### config.mk
export PLATFORM = sky130hd
export DESIGN_NAME = shift_right_seq_flat
export DESIGN_NICKNAME = d
export VERILOG_FILES = /design/src/rtl/shift_right_seq_pkg.sv /design/src/rtl/shift_right_seq_if.sv /design/src/rtl/shift_right_seq_shr_step.sv /design/src/rtl/shift_right_seq.sv /design/src/flat_wrapper.sv
export SDC_FILE = /design/constraint.sdc
export NUM_CORES = 1
export LEC_CHECK = 0
export CELL_PAD_IN_SITES_DETAIL_PLACEMENT = 2
export CELL_PAD_IN_SITES_GLOBAL_PLACEMENT = 2
export CORE_ASPECT_RATIO = 0.75
export CORE_UTILIZATION = 29
export DETAILED_ROUTE_END_ITERATION = 7
export PLACE_DENSITY_LB_ADDON = 0.1
export SLEW_MARGIN = 20
export SYNTH_ARGS = -nofsm -noshare
export SYNTH_HDL_FRONTEND = slang
export SYNTH_HIERARCHICAL = 1
export SYNTH_SLANG_ARGS = --single-unit
### constraint.sdc
create_clock -name clk -period 2.3 [get_ports clk]
set_clock_uncertainty 0.2 [all_clocks]
set_input_delay 0.46 -clock clk [delete_from_list [all_inputs] [get_ports clk]]
set_output_delay 0.46 -clock clk [all_outputs]
set_load 0.01 [all_outputs]
### src/rtl/shift_right_seq_pkg.sv
// ============================================================================
// shift_right_seq_pkg : shared encodings and default sizes for the shifter family
// Revision: 1.0
// ============================================================================
`default_nettype none

package shift_right_seq_pkg;

  localparam int SRS_WIDTH = 32;
  localparam int SRS_SHW   = 4;

  localparam logic [1:0] SHR_LOG = 2'b00;
  localparam logic [1:0] SHR_ARI = 2'b01;
  localparam logic [1:0] SHR_ROT = 2'b10;

  typedef enum logic [1:0] {
    ST_IDLE  = 2'd0,
    ST_SHIFT = 2'd1,
    ST_DONE  = 2'd2
  } srs_state_t;

endpackage

`default_nettype wire

### src/rtl/shift_right_seq_if.sv
// ============================================================================
// shift_right_seq_if : request/result bundle; carry_out exists only with SHIFT_RIGHT_CARRY_EN
// Revision: 1.0
// ============================================================================
`default_nettype none

interface shift_right_seq_if #(
  parameter int WIDTH = 32,
  parameter int SHW   = 4
);
  logic             start;
  logic [WIDTH-1:0] sr1;
  logic [SHW-1:0]   shift;
  logic [1:0]       mode;
  logic             busy;
  logic             done;
  logic [WIDTH-1:0] result;
`ifdef SHIFT_RIGHT_CARRY_EN
  logic             carry_out;
`endif

  modport master (
    output start, sr1, shift, mode,
    input  busy, done, result
`ifdef SHIFT_RIGHT_CARRY_EN
    , input carry_out
`endif
  );

  modport slave (
    input  start, sr1, shift, mode,
    output busy, done, result
`ifdef SHIFT_RIGHT_CARRY_EN
    , output carry_out
`endif
  );
endinterface

`default_nettype wire

### src/rtl/shift_right_seq_shr_step.sv
// ============================================================================
// shr_step : combinational one-bit right step with mode-selected fill bit
// Revision: 1.0
// ============================================================================
`default_nettype none

module shr_step
  import shift_right_seq_pkg::*;
#(
  parameter int WIDTH = SRS_WIDTH
) (
  input  logic [WIDTH-1:0] data_i,
  input  logic [1:0]       mode_i,
  output logic [WIDTH-1:0] data_o,
  output logic             bit_o
);

  logic fill;

  always_comb begin
    fill = 1'b0;
    case (mode_i)
      SHR_ARI: fill = data_i[WIDTH-1];
      SHR_ROT: fill = data_i[0];
      default: fill = 1'b0;  // reserved encoding behaves as logical
    endcase
  end

  assign data_o = {fill, data_i[WIDTH-1:1]};
  assign bit_o  = data_i[0];

endmodule

`default_nettype wire

### src/rtl/shift_right_seq.sv
// ============================================================================
// shift_right_seq : multi-cycle right shifter/rotator, one bit per clock.
// Optional carry_out output enabled by SHIFT_RIGHT_CARRY_EN. Revision: 1.0
// ============================================================================
`default_nettype none

module shift_right_seq
  import shift_right_seq_pkg::*;
#(
  parameter int WIDTH = SRS_WIDTH,
  parameter int SHW   = SRS_SHW
) (
  input  logic             clk,
  input  logic             rst_n,
  shift_right_seq_if.slave bus
);

  srs_state_t       state_q, state_d;
  logic [WIDTH-1:0] data_q, data_d;
  logic [SHW-1:0]   cnt_q, cnt_d;
  logic [1:0]       mode_q, mode_d;

  logic [WIDTH-1:0] step_data;
  logic             step_bit;
  logic             accept;

  shr_step #(.WIDTH(WIDTH)) u_step (
    .data_i (data_q),
    .mode_i (mode_q),
    .data_o (step_data),
    .bit_o  (step_bit)
  );

  // A new request is taken in IDLE and also in DONE, giving back-to-back issue.
  assign accept = bus.start && (state_q != ST_SHIFT);

  always_comb begin
    state_d = state_q;
    data_d  = data_q;
    cnt_d   = cnt_q;
    mode_d  = mode_q;
    case (state_q)
      ST_SHIFT: begin
        data_d = step_data;
        cnt_d  = cnt_q - SHW'(1);
        if (cnt_q == SHW'(1)) state_d = ST_DONE;
      end
      ST_DONE:  state_d = ST_IDLE;
      default:  state_d = ST_IDLE;
    endcase
    if (accept) begin
      data_d  = bus.sr1;
      cnt_d   = bus.shift;
      mode_d  = bus.mode;
      state_d = (bus.shift == '0) ? ST_DONE : ST_SHIFT;
    end
  end

  always_ff @(posedge clk or negedge rst_n) begin
    if (!rst_n) begin
      state_q <= ST_IDLE;
      data_q  <= '0;
      cnt_q   <= '0;
      mode_q  <= SHR_LOG;
    end else begin
      state_q <= state_d;
      data_q  <= data_d;
      cnt_q   <= cnt_d;
      mode_q  <= mode_d;
    end
  end

  assign bus.busy   = (state_q == ST_SHIFT);
  assign bus.done   = (state_q == ST_DONE);
  assign bus.result = data_q;

`ifdef SHIFT_RIGHT_CARRY_EN
  logic carry_q, carry_d;

  always_comb begin
    carry_d = carry_q;
    if (state_q == ST_SHIFT) carry_d = step_bit;
    if (accept && (bus.shift == '0)) carry_d = 1'b0;
  end

  always_ff @(posedge clk or negedge rst_n) begin
    if (!rst_n) carry_q <= 1'b0;
    else        carry_q <= carry_d;
  end

  assign bus.carry_out = carry_q;
`else
  logic step_bit_unused;
  assign step_bit_unused = step_bit;
`endif

endmodule

`default_nettype wire

### src/flat_wrapper.sv
// flat-port wrapper written by rule: the top's interface ports become plain ports
module shift_right_seq_flat import shift_right_seq_pkg::*;
#(
  parameter int WIDTH = SRS_WIDTH,
  parameter int SHW   = SRS_SHW
)
  (clk, rst_n, bus_start, bus_sr1, bus_shift, bus_mode, bus_busy, bus_done, bus_result);
  shift_right_seq_if #(.WIDTH(WIDTH), .SHW(SHW)) bus_i ();
  input  logic clk;
  input  logic rst_n;
  input wire logic [$bits(bus_i.start)-1:0] bus_start;
  input wire logic [$bits(bus_i.sr1)-1:0] bus_sr1;
  input wire logic [$bits(bus_i.shift)-1:0] bus_shift;
  input wire logic [$bits(bus_i.mode)-1:0] bus_mode;
  output wire logic [$bits(bus_i.busy)-1:0] bus_busy;
  output wire logic [$bits(bus_i.done)-1:0] bus_done;
  output wire logic [$bits(bus_i.result)-1:0] bus_result;
  assign bus_i.start = bus_start;
  assign bus_i.sr1 = bus_sr1;
  assign bus_i.shift = bus_shift;
  assign bus_i.mode = bus_mode;
  assign bus_busy = bus_i.busy;
  assign bus_done = bus_i.done;
  assign bus_result = bus_i.result;
  shift_right_seq #(.WIDTH(WIDTH), .SHW(SHW)) u_core (.clk(clk), .rst_n(rst_n), .bus(bus_i));
endmodule
==> impl_summary.md, run 1 <==
Status
The run finished with clean final reports.

Placement
The wire-length estimate of the detail-placed layout is 4070 um. The post-place instance area is 0.00281 mm2. Port buffering added 74 buffers. The global placer's final weighted congestion is 0.680. Counting tap cells, the placed design contains a total of 356 instances.

Power and ir drop
The power density normalized to cell area is 1160 mW/mm2. The maximum VDD drop is 0.000319 V. In this run the static leakage power is 1.30 nW.

Job
Across the run, the number of max-cap violations was 0.

Timing
The number of max-slew violations in the final report is 0. The worst hold slack is 0.315 ns. Setup repair after global routing left no endpoint under its margin.

Measured against its own limit, the worst slew margin works out to 66.2%. Counting I/O delays and the setup requirement, the final critical path takes 2.12 ns. The slew of the pin with the lowest slew margin is 0.507 ns. The hold violation total from the final report was 0. The final critical path takes up 92.1% of the cycle. The fmax is 472 MHz. Setup violations remaining at the end of the flow were counted as 0. For the final routed database, the setup TNS stands at 0 ns.

Drt
The detailed-route wire length on metal 1 is 2610 um. In this run, the number of DRC markers left after iteration 0 of detailed routing was 34. The total via count in the routed design is 1631.

The met2 wire length is 2420 um. The residual DRC count is 0. Dividing the detail-routed via count by the number of cells gives 4.47. The first TritonRoute pass finished after 3 iterations. The count of nets left with antenna violations once routing finished came out at 0.

The highest metal layer with signal wires is met4. The average wire per standard cell is 14.6 um. The routed design has 5340 um of wire. Wire segments on met3 add up to 289 um in the final route.

Logic synthesis
The post-synthesis instance area is 0.00220 mm2. The number of nets handed over by synthesis was 263. In the synthesized netlist, the number of instances is 218. The number of synthesis warnings is 6. After synthesis, the mean cell area works out to 10.1 um2.

Die
Measured along the x axis, the die boundary spans 103 um. The die height is 77.4 um. The count of standard-cell rows is 27.

The area inside the core boundary is 0.00733 mm2. The number of top-level design ports is 75. For this configuration, the core starts out at a cell density of 30.0%.

The floorplan step defined a die boundary enclosing 0.00793 mm2.

Clocking
In this run, CTS created clock tree buffers numbering 5. The clock net in this run drives a total of 40 sinks. The post-CTS setup buffer count is 0. After clock tree synthesis, the clock-pin slew on the worst setup and hold paths is 0.08 ns. No sink is reached through more buffers than the 2 on the longest clock path. The clock reaches the later pin of the worst-skew pair after 0.28 ns. In this run the clock root is driven by a sky130_fd_sc_hd__clkbuf_8. TritonCTS built the clock tree. In this run the number of H-tree levels came out at 2.

Critical path
The maximum net fanout on the critical path is 8. The type of the worst setup path is flip-flop to output pin. Data on the critical path arrives at its endpoint at 1.46 ns. The peak per-stage delay on the critical path is 0.54 ns. The kind of end point of the critical path is an output pin. The critical path goes through nand2b_4 > inv_4 > clkdlybuf4s50_1. The worst register-to-register path has a depth of 5. The reg-to-reg setup timing slack is 0.44 ns. The worst register-to-register path ends at u_core/bus.result[4]. STA puts the critical path data required time at 1.64 ns. The slowest cell on the critical path is sky130_fd_sc_hd__clkdlybuf4s50_1. The startpoint type of the worst setup path is a flip-flop. The worst flop-to-flop path startpoint is u_core/state_q[1].

Global routing
The overflow left after global routing is 0. The initial antenna violation count is 0. The global-route wire length before repair is 8920 um. The overall track demand over capacity in global routing is 14.7%. Entering global routing, the biggest net connects 42 pins. The via count of the first global-routing pass is 1737.

Finish
The net total in the final layout is 308. Measured on the finished design, the core utilization comes to 39.6%. The count of cells in the finished layout, fillers not included, comes to 365. Registers take 0.00100 mm2.

After filler insertion, the fill cell instance count of the layout stands at 818. The ratio of cells with drive above 1 in the final layout is 8.33%. In the final layout, the multi-input gates occupy 853 um2.

Compared with the post-synthesis result, the final layout area differs by 32.2%. The antenna diode count is 0. With fillers left out, the area of the finished cells amounts to 0.00291 mm2.

Worst hold path
The path class of the tightest hold or removal check is flip-flop to flip-flop. The worst hold path begins at u_core/bus.result[19]. The path with the worst hold slack has its endpoint at u_core/bus.result[18].

The worst hold path was traced through 2 stages.
## what timing repair did
| item | in CTS | in global routing |
|---|---|---|
| hold buffers | 1 | 0 |
| gates resized for setup | 0 | 0 |
| hold endpoints to repair | 20 | 0 |
## report_power, final
part | total [mW] | switching (mW) | leakage [nW] | internal, mW
sequential | 1.30 | 0.267 | 0.496 | 1.03
combinational | 1.59 | 0.751 | 0.761 | 0.844
clock | 0.478 | 0.233 | 0.0455 | 0.245
## stage by stage
step / setup WS [ns] / power, mW
floorplan: 0.767 / 2.43
global placement: 0.467 / 2.88
detailed placement: 0.407 / 2.95
CTS: 0.164 / 3.45
global route: 0.107 / 3.68
finish: 0.182 / 3.37
## routing by layer
metal,up-vias,global-route usage (%)
met4,0,2.57
met3,2,4.59
met1,789,20.6
met2,42,22.5
li1,798,-
met5,-,0
## worst max-delay path: cells and delay by family, from the launching register on
family / cells / cell delay (ns)
flops: 1 / 0.38
buf+inv: 2 / 0.60
simple gates: 1 / 0.19
## final cells by class
| class | instances | share of cell area, % |
|---|---|---|
| sequential | 40 | 34.5 |
| multi-input combinational | 128 | 29.4 |
| timing repair buffer | 83 | 28.0 |
| tap | 101 | 4.35 |
| clock buffer | 8 | 3.10 |
| inverter | 5 | 0.732 |
## placed cells by master (no fill, tap or decap), types with 2 or more instances in the layout
| cell | instances |
|---|---|
| sky130_fd_sc_hd__clkbuf_8 | 6 |
| sky130_fd_sc_hd__ha_1 | 4 |
| sky130_fd_sc_hd__nand3_1 | 5 |
| sky130_fd_sc_hd__o211a_1 | 2 |
| sky130_fd_sc_hd__mux2_2 | 2 |
| sky130_fd_sc_hd__clkdlybuf4s50_1 | 72 |
| sky130_fd_sc_hd__mux2i_1 | 32 |
| sky130_fd_sc_hd__clkbuf_1 | 2 |
| sky130_fd_sc_hd__nand2_1 | 37 |
| sky130_fd_sc_hd__dfrtp_1 | 40 |
| sky130_fd_sc_hd__buf_4 | 7 |
| sky130_fd_sc_hd__inv_1 | 4 |
| sky130_fd_sc_hd__mux2_4 | 2 |
| sky130_fd_sc_hd__o21ai_0 | 32 |
| sky130_fd_sc_hd__buf_2 | 2 |
## how the worst max path moves through the flow
| stage | from | end | slack (ns) |
|---|---|---|---|
| after floorplan | u_core/state_q[1] | bus_busy | 0.77 |
| after global placement | bus_shift[2] | u_core/state_q[0] | 0.47 |
| after detailed placement | u_core/state_q[1] | u_core/bus.result[4] | 0.41 |
| after CTS | u_core/state_q[1] | bus_busy | 0.16 |
| after global routing | u_core/state_q[1] | bus_busy | 0.11 |
| final | u_core/state_q[1] | bus_busy | 0.18 |
## sequential cells by signal (all words and copies together) (netlist names)
register	cells
u_core/bus.result	32
u_core/cnt_q	4
u_core/mode_q	2
u_core/state_q	2
No activity file was read; power rests on OpenSTA's default activity.
==> run 2, diff against run 1 <==
- CORE_MARGIN: default -> 2
- CORE_UTILIZATION: 29 -> 27
- SETUP_SLACK_MARGIN: default -> 0.02
- clock period: 2.3 -> 2.4 ns (I/O delays scaled with it)
==> impl_summary.md, run 2 (synthesized netlist as in run 1, its figures left out) <==
Status
The run finished with clean final reports.

Finish
The area growth from synthesis to final layout is 31.8%. The net total in the final layout is 304. In the final layout, the multi-input gates occupy 853 um2. The post-route standard cell area excluding fillers is 0.00290 mm2. The antenna diode count is 0. The ratio of cells with drive above 1 in the final layout is 7.69%. The register with the most flip-flops in the layout has 32 of them. The total of fill cells in the finished design is 887. The most common cell after layout, fill and taps aside is sky130_fd_sc_hd__clkdlybuf4s50_1.

The top cell types in the final layout, fill and taps aside, are sky130_fd_sc_hd__clkdlybuf4s50_1, sky130_fd_sc_hd__dfrtp_1, sky130_fd_sc_hd__nand2_1, sky130_fd_sc_hd__mux2i_1, sky130_fd_sc_hd__o21ai_0. Across the whole layout, storage elements account for 0.00100 mm2.

Critical path
For flop-to-flop paths, the worst setup slack is 0.61 ns. The worst flop-to-flop path startpoint is u_core/state_q[1]. The required time of the critical path is 1.72 ns. The type of the worst setup path is flip-flop to output pin. Along the worst path, the maximum fanout reaches 8. The kind of end point of the critical path is an output pin.

The logic depth of the worst register-to-register path is 5. The critical path arrival is 1.47 ns. The endpoint identified for the worst register-to-register timing path is u_core/cnt_q[3].

The startpoint type of the worst setup path is a flip-flop.

Power and ir drop
The leakage power is 1.29 nW. Dividing total power by cell area gives a power density of 1140 mW/mm2. The maximum VDD drop is 0.000399 V.

Die
The full die area is 0.00888 mm2. Measured along the y axis, the die boundary spans 82.1 um. The core region is 0.00788 mm2. For this configuration, the core starts out at a cell density of 27.9%. In this run the horizontal extent of the chip is 108 um. During I/O placement, the number of pins put on the boundary was 75. The count of standard-cell rows is 28.

Timing
The worst setup slack after layout is 0.251 ns. The smallest clock period supported by the final layout is computed as 2.15 ns. The normalized max-slew margin is 57.3%. The number of max-slew violations in the final report is 0. Setup violations remaining at the end of the flow were counted as 0. Summed over all failing endpoints, the final setup total negative slack is 0 ns.

At the pin with the least slew margin, the transition time is 0.640 ns. The hold violation total from the final report is 0. Setup repair after global routing left no endpoint under its margin. Timing would allow up to 465 MHz. The final cycle utilization of the critical path is 89.6%.

Drt
The residual DRC count is 0. The remaining antenna violation count after routing is 0. The final wirelength is 5390 um.

The first TritonRoute pass finished after 2 iterations. The initial detailed-routing violation count is 37. Using the TritonRoute via totals, the vias-per-cell ratio works out to 4.44. The total via count in the routed design is 1620.

In the final routed layout, each cell accounts on average for 14.8 um.

Job
The max-cap check violation count is 0.

Clocking
The root buffer cell is sky130_fd_sc_hd__clkbuf_8. The number of hold buffers added after cts is 0. The TritonCTS sink count is 40.

The clock tree synthesis step divided the H-tree into 2 levels. Clock-pin slew was measured on the worst setup and hold paths at 0.08 ns. The clock insertion delay at the later pin of the skew report is 0.29 ns. The number of clock buffers added by TritonCTS is 5.

TritonCTS built the clock tree. The post-cts resize count is 0. The buffer depth of the longest clock path is 2.

The post-CTS setup buffer count is 0.

Placement
The post-detailed-placement half-perimeter wirelength is 3940 um. The post-place instance area is 0.00279 mm2. The global placer's final weighted congestion is 0.670.

Before CTS, the worst setup slack after placement is 0.555 ns. The count of port buffers added during placement is 74.

Global routing
Global routing consumed, over all layers together, 12.8% of the routing resources. Entering global routing, the biggest net connects 37 pins. The overflow left after global routing is 0. The via count of the first global-routing pass is 1735. The first global-routing pass estimated 8670 um of wire.

The initial antenna violation count is 0.

Worst hold path
The worst hold path belongs to the class primary input to async pin.
## run 2: area by class of cell
class | instances | area share [%]
Inverter | 5 | 0.735
Clock buffer | 6 | 2.51
Clock inverter | 2 | 1.21
Multi-Input combinational cell | 128 | 29.5
Sequential cell | 40 | 34.6
Timing Repair Buffer | 79 | 27.0
Tap cell | 105 | 4.54
## run 2: power breakdown
part           internal (mW)  switching [mW]
Sequential             0.990           0.257
Combinational          0.803           0.712
Clock                  0.309           0.239
Total                   2.10            1.21
## run 2: how the worst max path moves through the flow
stage | slack, ns | cells after the start | startpoint | to
finish | 0.25 | 3 | u_core/state_q[1] | bus_busy
global route | 0.16 | 3 | u_core/state_q[1] | bus_busy
CTS | 0.22 | 3 | u_core/state_q[1] | bus_busy
detailed placement | 0.55 | 3 | u_core/state_q[1] | bus_busy
global placement | 0.57 | 3 | u_core/state_q[1] | bus_busy
floorplan | 0.85 | 4 | u_core/state_q[1] | bus_busy
## run 2: worst max-delay path: stages (launching register included)
cell and delay [ns]:
sky130_fd_sc_hd__dfrtp_1 0.38, sky130_fd_sc_hd__nand2b_4 0.19, sky130_fd_sc_hd__inv_4 0.07, sky130_fd_sc_hd__clkdlybuf4s50_1 0.54
## run 2: through the flow
stage | instances | total power [mW] | util [%] | hold WS [ns]
floorplan | 218 | 2.33 | - | -0.0156
global route | 365 | 3.60 | 36.7 | 0.0345
detailed placement | 357 | 2.80 | 35.4 | 0.304
global placement | 357 | 2.76 | 35.4 | 0.296
finish | 365 | 3.31 | 36.7 | 0.000335
CTS | 365 | 3.39 | 36.7 | 0.0202
## run 2: metal layers
metal / global-route usage, % / wire length (um) / vias to the layer above
met1: 17.4 / 2690 / 789
met3: 4.16 / 327 / 4
met4: 4.23 / 39 / 0
li1: - / - / 784
met2: 19.2 / 2330 / 43
met5: 0 / 0 / -
==> run 3, diff against run 2 <==
- clock period: 2.4 -> 2 ns (I/O delays scaled with it)
==> impl_summary.md, run 3 (synthesized netlist as in run 1, its figures left out) <==
Drt
The detailed-router iteration count before antenna repair is 2. In the routed design, unresolved DRC markers number 0. Across all layers, the routed design uses 1625 vias.

The initial detailed-routing violation count is 27. The average wire per standard cell is 15.0 um. The final wirelength is 5490 um. The routed via count divided by cell count is 4.43. The remaining antenna violation count after routing is 0.

Power and ir drop
The internal portion of the total power is 2.59 mW. The relative contribution of sequential cells to total power is 37.0%. IR analysis of the VDD net gives a maximum drop of 0.000676 V. The overall power is 4.04 mW. The power density normalized to cell area is 1370 mW/mm2. The clock network burns 17.9% of the power.

The leakage power is 1.32 nW. The combinational cell fraction of total power is 45.1%. Net switching is 35.9% of the power. In this run the power spent charging and discharging nets is 1.45 mW.

Finish
Leaving out fill and tap cells, the most frequent cell in the layout is sky130_fd_sc_hd__clkdlybuf4s50_1. From synthesis to final layout, the design area changed by 33.9%. The post-route netlist has 8.40% of its cells at a drive strength greater than 1. The repair_antennas step left the layout with diodes totalling 0. The top cell types in the final layout, fill and taps aside, are sky130_fd_sc_hd__clkdlybuf4s50_1, sky130_fd_sc_hd__dfrtp_1, sky130_fd_sc_hd__nand2_1, sky130_fd_sc_hd__mux2i_1, sky130_fd_sc_hd__o21ai_0. The number of standard cells in the layout, taps in and fillers out is 367. After the last flow step, the layout net total stands at 306. The number of flip-flops under the largest register name is 32.

Timing
Based on the critical path, the design can be clocked at up to 542 MHz. The setup total negative slack is 0 ns. The final cycle utilization of the critical path is 92.3%. Headroom to the max-slew limit came out at 66.2%. The total of endpoints with negative setup slack in the final report is 0. The number of max-slew violations in the final report was 0. The slew of the pin with the lowest slew margin is 0.502 ns. The hold violation total from the final report is 0. After layout, the minimum clock period comes to 1.85 ns. The tightest hold path in the finished design has a slack of 0.317 ns. Setup repair after global routing left no endpoint under its margin.

Global routing
The via count of the first global-routing pass is 1726. The initial antenna violation count is 0. For this run, the total global-route usage over all layers was measured as 13.0%. The global-route wire length before repair is 8910 um.

Entering global routing, the biggest net connects 43 pins. For this run the aggregate overflow at the end of global routing stands at 0.

Critical path
In this run the register-to-register setup slack is 0.45 ns. The required time of the critical path is 1.40 ns. The worst flop-to-flop path endpoint is u_core/cnt_q[0]. In this run the number of cells on the critical path is 1. STA classifies the critical path startpoint as a flip-flop.

The critical path arrival is 1.25 ns. The type of the worst setup path is flip-flop to output pin. The slowest cell on the critical path is sky130_fd_sc_hd__clkdlybuf4s50_1. The kind of end point of the critical path is an output pin. In this design, the stage delay of the slowest critical-path cell is 0.56 ns. The worst flop-to-flop path startpoint is u_core/state_q[0].

The maximum net fanout on the critical path is 4. Traced cell by cell, the critical path runs through clkdlybuf4s50_1. The cell family with the largest share of critical-path delay is buffers and inverters. The number of buffer and inverter instances along the worst setup path is 1.

The logic depth of the worst register-to-register path is 5.

Clocking
The clock insertion delay at the later pin of the skew report is 0.29 ns. The root buffer cell is sky130_fd_sc_hd__clkbuf_8. TritonCTS created 5 clock buffers.

The tree built by TritonCTS fans out to 40 sinks. The H-tree level count is 2. In this run the deepest clock path goes through 2 buffers. After clock tree synthesis, the clock-pin slew on the worst setup and hold paths is 0.08 ns. The number of setup buffers added after CTS is 0. The clock tree from TritonCTS is yes.

Die
Measured along the x axis, the die boundary spans 108 um. During I/O placement, the number of pins put on the boundary was 75. The die is 82.1 um tall. The initial utilization of the core area, before any placement, comes to 27.9%. The count of standard-cell rows is 28.

The full die area is 0.00888 mm2. The area inside the core boundary is 0.00788 mm2.

Placement
At the end of routability-driven placement, the weighted congestion stood at 0.714. The post-detailed-placement half-perimeter wirelength is 4050 um. In this run the tool buffered the top-level ports with 74 buffer cells. The total instance count after detailed placement is 358.

Worst hold path
The tightest min-delay check is of the flip-flop to flip-flop type. The instance count along the most critical hold path is 2. The worst min-delay path endpoint is u_core/bus.result[15]. In this run the most critical hold path is launched from u_core/bus.result[16].

Status
The flow ran to the end, and the final reports show no timing, DRC or antenna violations.

Job
The max-cap check violation count is 0.
## run 3: cell types whose count changed in the layout (fill, tap and decap cells not counted)
cell / delta
sky130_fd_sc_hd__clkdlybuf4s50_1: -2
sky130_fd_sc_hd__clkinv_2: -1
sky130_fd_sc_hd__buf_12: +1
sky130_fd_sc_hd__dlygate4sd3_1: +1
sky130_fd_sc_hd__clkbuf_1: -1
sky130_fd_sc_hd__dlygate4sd2_1: +2
sky130_fd_sc_hd__clkbuf_8: +2
## run 3: how the worst max path moves through the flow
stage | startpoint | to | slack (ns)
floorplan | u_core/state_q[1] | u_core/cnt_q[3] | 0.52
global placement | bus_shift[2] | u_core/state_q[0] | 0.22
detailed placement | bus_shift[2] | u_core/state_q[0] | 0.18
CTS | u_core/bus.result[31] | bus_result[31] | 0.13
global route | u_core/bus.result[31] | bus_result[31] | 0.10
finish | u_core/bus.result[31] | bus_result[31] | 0.15
## run 3: through the flow
stage               instance area (um2)  util [%]  setup slack (ns)
floorplan                          2200         -             0.523
finish                             2940      37.3             0.154
CTS                                2940      37.3             0.125
global placement                   2810      35.6             0.219
detailed placement                 2810      35.6             0.177
global route                       2940      37.3             0.101
## run 3: timing repair
action,4_1_cts,5_1_grt
hold buffers,1,0
setup endpoints to repair,2,0
gates resized for setup,2,0
endpoints found under the hold margin,19,0
## run 3: power by group through the flow
stage	Clock, mW	Combinational [mW]	Sequential, mW
after detailed placement	0	1.87	1.52
after floorplan	0	1.22	1.58
after global routing	0.781	2.06	1.56
after global placement	0	1.81	1.51
after CTS	0.751	1.87	1.51
final	0.723	1.82	1.50
## run 3: final cells by class
class	instances	area, um2
sequential	40	1000
inverter	5	21.3
clock inverter	1	30.0
timing repair buffer	81	808
multi-input combinational	128	853
clock buffer	7	96.3
tap	105	131
fill	848	4940
## run 3: per-layer routing
layer / GRT usage, % / vias up / part of all wire, %
li1: - / 789 / -
met1: 18.3 / 789 / 50
met2: 19.7 / 43 / 44
met3: 3.85 / 4 / 6.0
met4: 3.21 / 0 / 0.73
met5: 0 / - / 0
